===== src/rtl/serial_arb_pkg.sv =====
// Shared types and default constants for the serial source arbiter and
// the queue-side schedulers built around it.
package serial_arb_pkg;

  typedef enum logic [1:0] {
    IDLE  = 2'd0,
    GRANT = 2'd1,
    FLUSH = 2'd2
  } arb_state_t;

  localparam int WORD_BITS_DEF = 8;
  localparam int TIMEOUT_DEF   = 16;

endpackage


===== src/rtl/serial_source_arbiter_rr_pick.sv =====
// Combinational round-robin selector: returns the first asserted request at
// or after rr_ptr, wrapping from N-1 back to 0.
module rr_pick #(
  parameter  int N  = 2,
  localparam int IW = $clog2(N)
) (
  input  logic [N-1:0]  req,
  input  logic [IW-1:0] rr_ptr,
  output logic          valid,
  output logic [IW-1:0] idx
);

  always_comb begin
    int j;
    logic [IW-1:0] j_idx;
    valid = 1'b0;
    idx   = '0;
    j     = 0;
    j_idx = '0;
    for (int i = 0; i < N; i++) begin
      j = int'(rr_ptr) + i;
      if (j >= N) j = j - N;
      j_idx = IW'(j);
      if (!valid && req[j_idx]) begin
        valid = 1'b1;
        idx   = j_idx;
      end
    end
  end

endmodule


===== src/rtl/serial_source_arbiter.sv =====
// Round-robin arbiter granting one serial source a whole word at a time onto
// the shared deserializer, flushing it when a granted source stalls or quits.
module serial_source_arbiter
  import serial_arb_pkg::*;
#(
  parameter  int NUM_REQ        = 2,
  parameter  int WORD_BITS      = WORD_BITS_DEF,
  parameter  int TIMEOUT_CYCLES = TIMEOUT_DEF,
  localparam int IW             = $clog2(NUM_REQ)
) (
  input  logic               clk,
  input  logic               rst_n,
  input  logic [NUM_REQ-1:0] req,
  input  logic [NUM_REQ-1:0] bit_in,
  input  logic [NUM_REQ-1:0] bit_valid,
  input  logic               queue_full,
  output logic [NUM_REQ-1:0] gnt,
  output logic               data_out,
  output logic               write_out,
  output logic               flush_out,
  output logic               abort,
  output logic [IW-1:0]      abort_id
);

  localparam int BW = $clog2(WORD_BITS + 1);
  localparam int TW = $clog2(TIMEOUT_CYCLES + 1);

  arb_state_t        state, state_nxt;
  logic [IW-1:0]     winner, winner_nxt, winner_inc;
  logic [IW-1:0]     rr_ptr, rr_nxt;
  logic [BW-1:0]     bit_cnt, bit_cnt_nxt;
  logic [TW-1:0]     to_cnt, to_cnt_nxt;
  logic [NUM_REQ-1:0] gnt_nxt;
  logic              data_nxt, write_nxt, flush_nxt, abort_nxt;
  logic [IW-1:0]     abort_id_nxt;
  logic              pick_valid;
  logic [IW-1:0]     pick_idx;

  rr_pick #(.N(NUM_REQ)) u_pick (
    .req    (req),
    .rr_ptr (rr_ptr),
    .valid  (pick_valid),
    .idx    (pick_idx)
  );

  assign winner_inc = (winner == IW'(NUM_REQ - 1)) ? '0 : winner + IW'(1);

  always_comb begin
    // NOTE: every variable gets a default before the case so no path can
    // leave one unassigned and infer a latch.
    state_nxt    = state;
    winner_nxt   = winner;
    rr_nxt       = rr_ptr;
    bit_cnt_nxt  = bit_cnt;
    to_cnt_nxt   = to_cnt;
    gnt_nxt      = gnt;
    data_nxt     = 1'b0;
    write_nxt    = 1'b0;
    flush_nxt    = 1'b0;
    abort_nxt    = 1'b0;
    abort_id_nxt = '0;

    unique case (state)
      IDLE: begin
        gnt_nxt = '0;
        if (pick_valid && !queue_full) begin
          state_nxt         = GRANT;
          winner_nxt        = pick_idx;
          gnt_nxt[pick_idx] = 1'b1;
          bit_cnt_nxt       = '0;
          to_cnt_nxt        = '0;
        end
      end

      GRANT: begin
        if (!req[winner]) begin
          // A bit strobed alongside the request drop is deliberately lost.
          state_nxt    = FLUSH;
          gnt_nxt      = '0;
          flush_nxt    = 1'b1;
          abort_nxt    = 1'b1;
          abort_id_nxt = winner;
        end else if (bit_valid[winner]) begin
          write_nxt   = 1'b1;
          data_nxt    = bit_in[winner];
          bit_cnt_nxt = bit_cnt + BW'(1);
          to_cnt_nxt  = '0;
          if (bit_cnt == BW'(WORD_BITS - 1)) begin
            state_nxt = IDLE;
            gnt_nxt   = '0;
            rr_nxt    = winner_inc;
          end
        end else begin
          if (to_cnt != TW'(TIMEOUT_CYCLES)) to_cnt_nxt = to_cnt + TW'(1);
          if (to_cnt >= TW'(TIMEOUT_CYCLES - 1)) begin
            state_nxt    = FLUSH;
            gnt_nxt      = '0;
            flush_nxt    = 1'b1;
            abort_nxt    = 1'b1;
            abort_id_nxt = winner;
          end
        end
      end

      FLUSH: begin
        state_nxt = IDLE;
        gnt_nxt   = '0;
        rr_nxt    = winner_inc;
      end

      default: begin
        state_nxt = IDLE;
        gnt_nxt   = '0;
      end
    endcase
  end

  always_ff @(posedge clk) begin
    // NOTE: sequential state uses non-blocking assignments so every flop
    // samples the pre-edge values regardless of statement order.
    if (!rst_n) begin
      state     <= IDLE;
      winner    <= '0;
      rr_ptr    <= '0;
      bit_cnt   <= '0;
      to_cnt    <= '0;
      gnt       <= '0;
      data_out  <= 1'b0;
      write_out <= 1'b0;
      flush_out <= 1'b0;
      abort     <= 1'b0;
      abort_id  <= '0;
    end else begin
      state     <= state_nxt;
      winner    <= winner_nxt;
      rr_ptr    <= rr_nxt;
      bit_cnt   <= bit_cnt_nxt;
      to_cnt    <= to_cnt_nxt;
      gnt       <= gnt_nxt;
      data_out  <= data_nxt;
      write_out <= write_nxt;
      flush_out <= flush_nxt;
      abort     <= abort_nxt;
      abort_id  <= abort_id_nxt;
    end
  end

endmodule


===== config.mk =====
export PLATFORM = sky130hd
export DESIGN_NAME = serial_source_arbiter
export DESIGN_NICKNAME = d
export VERILOG_FILES = /design/src/rtl/serial_arb_pkg.sv /design/src/rtl/serial_source_arbiter_rr_pick.sv /design/src/rtl/serial_source_arbiter.sv
export SDC_FILE = /design/constraint.sdc
export NUM_CORES = 1
export LEC_CHECK = 0
export BUFFER_PORTS_ARGS = -buffer_cell sky130_fd_sc_hd__buf_2
export CAP_MARGIN = 20
export CELL_PAD_IN_SITES_DETAIL_PLACEMENT = 2
export CELL_PAD_IN_SITES_GLOBAL_PLACEMENT = 2
export CORE_ASPECT_RATIO = 1.2
export CORE_MARGIN = 2
export CORE_UTILIZATION = 34
export DETAILED_ROUTE_END_ITERATION = 7
export PLACE_DENSITY_LB_ADDON = 0.1
export SLEW_MARGIN = 0
export SYNTH_ARGS = -nofsm -noshare
export SYNTH_HDL_FRONTEND = slang
export SYNTH_HIERARCHICAL = 1
export SYNTH_SLANG_ARGS = --single-unit

===== constraint.sdc =====
create_clock -name clk -period 5.38 [get_ports clk]
set_input_delay 1.076 -clock clk [delete_from_list [all_inputs] [get_ports clk]]
set_output_delay 1.076 -clock clk [all_outputs]
set_load 0.02 [all_outputs]

==> run metrics <==
largest area contributor in the netlist=dfxtp_1; Vias/cell=5.55; pin count of the biggest net entering global routing=15; status=complete, no violations; Setup Viol. Count Final=0; sequential fraction of the synthesis area=39.8%; PD cells=240 nW/um^2; RSZ-0062 raised after global routing=false; Num CTS Buffers=3; share of cells above drive strength 1=18.5%; clk_lat worst skew=0.29 ns; DRC viols=0; design area=1070 sq um; Synth Area in Compound Gates=17.0%; CTS resizes=0; GR met1 Demand/Resource=22.5%; worst-path fanout max=11; root buffer cell=clkbuf_4; Post-synth EDFFs=0; core area=2730 sq um; GRT busiest layer=met2; CP peak stage delay=0.55 ns; DP Area=1050 sq um; synthesized flop and latch total=19; crit-path most repeated cell=a21oi_1; Final Wtd Congestion=0.738; depth of the CTS H-tree=1; Clk pwr share=29.0%; CP cell instances=buf_2 -> or2_1 -> nor4b_1 -> a21oi_1 -> or4_1 -> a21oi_1; Synth warnings=6; Final period util=44.7%; Detailed Route WL=2.65 mm; Period minus WS final=2.41 ns; GRT Overall Usage=18.3%; Vias=877; clk slew on worst S/H paths=0.11 ns; Worst EP required=5.62 ns; # rows=21; first-pass GRT wire length=4.31 mm; Post-Synth Simple-Gate Area=27.3%; First-pass DRT Iterations=4; met3 Track Usage GR=3.83%; fin cells=158; IO Port Bufs=15; Worst Setup End Kind=flop; CTS Hold Bufs=0; Remaining Overflow, GRT=0; width of the die=52.4 um; CP max stage cell=or4_1; Flop pwr share=57.3%; clock skew=0.00352 ns; net switching power=0.0718 mW; M2 GR Usage=32.7%; Synth Net Count=122; Comb pwr share=13.7%; die area=3250 sq um; Least-Margin Pin Slew=0.708 ns; Final TNS setup=0 ns; fin nets=138; Mapped Cells=109; Critical path buffers and inverters=1; top_reg_cell synth=dfxtp_1; adder-cell share of the synthesized area=5.24%; drt wl/cell=16.8 um; post-synth top area share=39.8%; initial antenna violation count=0; Net Sw Frac=27.9%; critical path type=in2reg; initial detailed-routing violation count=16; Filler Cell Count=340; Netlist cell types=39; postcts setup bufs=0; VDD IR max=160 uV; delay-heaviest family, CP=simple AND/OR/NAND/NOR gates; fmax=416 MHz; HPWL reported at the end of detailed placement=2.03 mm; Max Cap Viol=0; Netlist Area Pre-Place=955 sq um; mux contribution to synthesized area=5.90%; syn_area_per_cell=8.76 sq um; number of global-route vias before repair=869; clock buffer depth=2; Area growth, synth to finish=12.3%; leakage=0.407 nW; num ports=16; hold path start=gnt[0]$_SDFFE_PN0P_; WP data arrival=2.64 ns; Slew HR=52.8%; largest family of logic cells by synthesized area=simple AND/OR/NAND/NOR gates; Critical R2R Launch=winner$_SDFFE_PN0P_; Max Slew Vio Count=0; Pint=0.185 mW; Diodes inserted=0; Async SR Flop Fraction=0%; CTS tree=yes; HP Class=reg2reg; placed cells=154; register area=380 sq um; Setup crit start=req[1]; Multi-input gate area=529 sq um; Synth area leaders=dfxtp_1 40%, nand2_1 5.5%, ha_1 5.2%, a21oi_1 4.2%, o21ai_0 3.7%; Final Hold Vio Count=0; starting density of the core=34.9%; die height=62.0 um; Sink Count=19; CP Launch Type=input pin; post-synthesis xor/xnor area fraction=0%; antenna-violating nets left=0
logic make-up after synthesis:
kind of cell	Yosys count
simple gates	46
fa+ha+maj	4
buf+inv	9
flops	19
mux	5
compound gates	26
power by group through the flow:
stage | Combinational (mW) | Clock (mW) | Sequential (mW)
6_report | 0.0353 | 0.0745 | 0.147
3_3_place_gp | 0.0347 | 0 | 0.150
4_1_cts | 0.0356 | 0.0787 | 0.147
2_1_floorplan | 0.0229 | 0 | 0.151
5_1_grt | 0.0392 | 0.0850 | 0.148
3_5_place_dp | 0.0353 | 0 | 0.150
routing by layer:
metal | wire length (um) | vias up
li1 | - | 430
met1 | 1190 | 425
met2 | 1320 | 20
met3 | 114 | 2
met4 | 23 | 0
met5 | 0 | -
cells in the final DEF (no fill, tap or decap), types with 4 or more instances in the layout:
cell type	instances
buf_2	15
dfxtp_1	19
ha_1	4
nor2_1	5
a21oi_1	8
nand3_1	4
nand2_1	14
inv_1	5
o21ai_0	7
nor3_1	4
final cells by class:
| type | count | area share (%) |
|---|---|---|
| repair buffers | 15 | 7.00 |
| inverters | 5 | 1.75 |
| clock buffers | 4 | 2.45 |
| multi-input cells | 81 | 49.4 |
| well taps | 34 | 3.97 |
| flip-flops and latches | 19 | 35.5 |
synth_stat cells, drive strengths merged, types with 3 or more instances:
| cell | number |
|---|---|
| or4 | 3 |
| mux2i | 3 |
| nor2 | 5 |
| nor3 | 4 |
| dfxtp | 19 |
| nand3 | 4 |
| o21ai | 7 |
| a21oi | 8 |
| o32ai | 3 |
| nand2 | 14 |
| ha | 4 |
| inv | 5 |
metrics by stage:
stage          hold WS (ns)  power (mW)  setup WS [ns]  util (%)
6_report              0.477       0.257           2.97      39.2
2_1_floorplan         0.445       0.174           2.96         -
4_1_cts               0.481       0.262           2.97      39.2
3_5_place_dp          0.462       0.186           2.68      38.3
3_3_place_gp          0.444       0.185           2.73      38.3
5_1_grt               0.515       0.272           2.84      39.2
flip-flops by register name, summed over array words and instances (netlist names):
register,count
data_out,1
bit_cnt,4
state,2
winner,1
abort,1
write_out,1
abort_id,1
gnt,2
to_cnt,5
rr_ptr,1
tightest hold or removal path, stage by stage (launching register included):
cell     delay [ns]
dfxtp_1        0.33
nand2_1        0.06
o32ai_1        0.06
final timing paths:
check	to	slack, ns	cells past startpoint
setup reg to reg	to_cnt[2]$_SDFFE_PN0P_	3.30	4
hold / removal	gnt[0]$_SDFFE_PN0P_	0.48	2
setup / recovery	bit_cnt[3]$_SDFFE_PN0P_	2.97	6
hold reg to reg	gnt[0]$_SDFFE_PN0P_	0.48	2
Power figures use the tool's default switching activity.
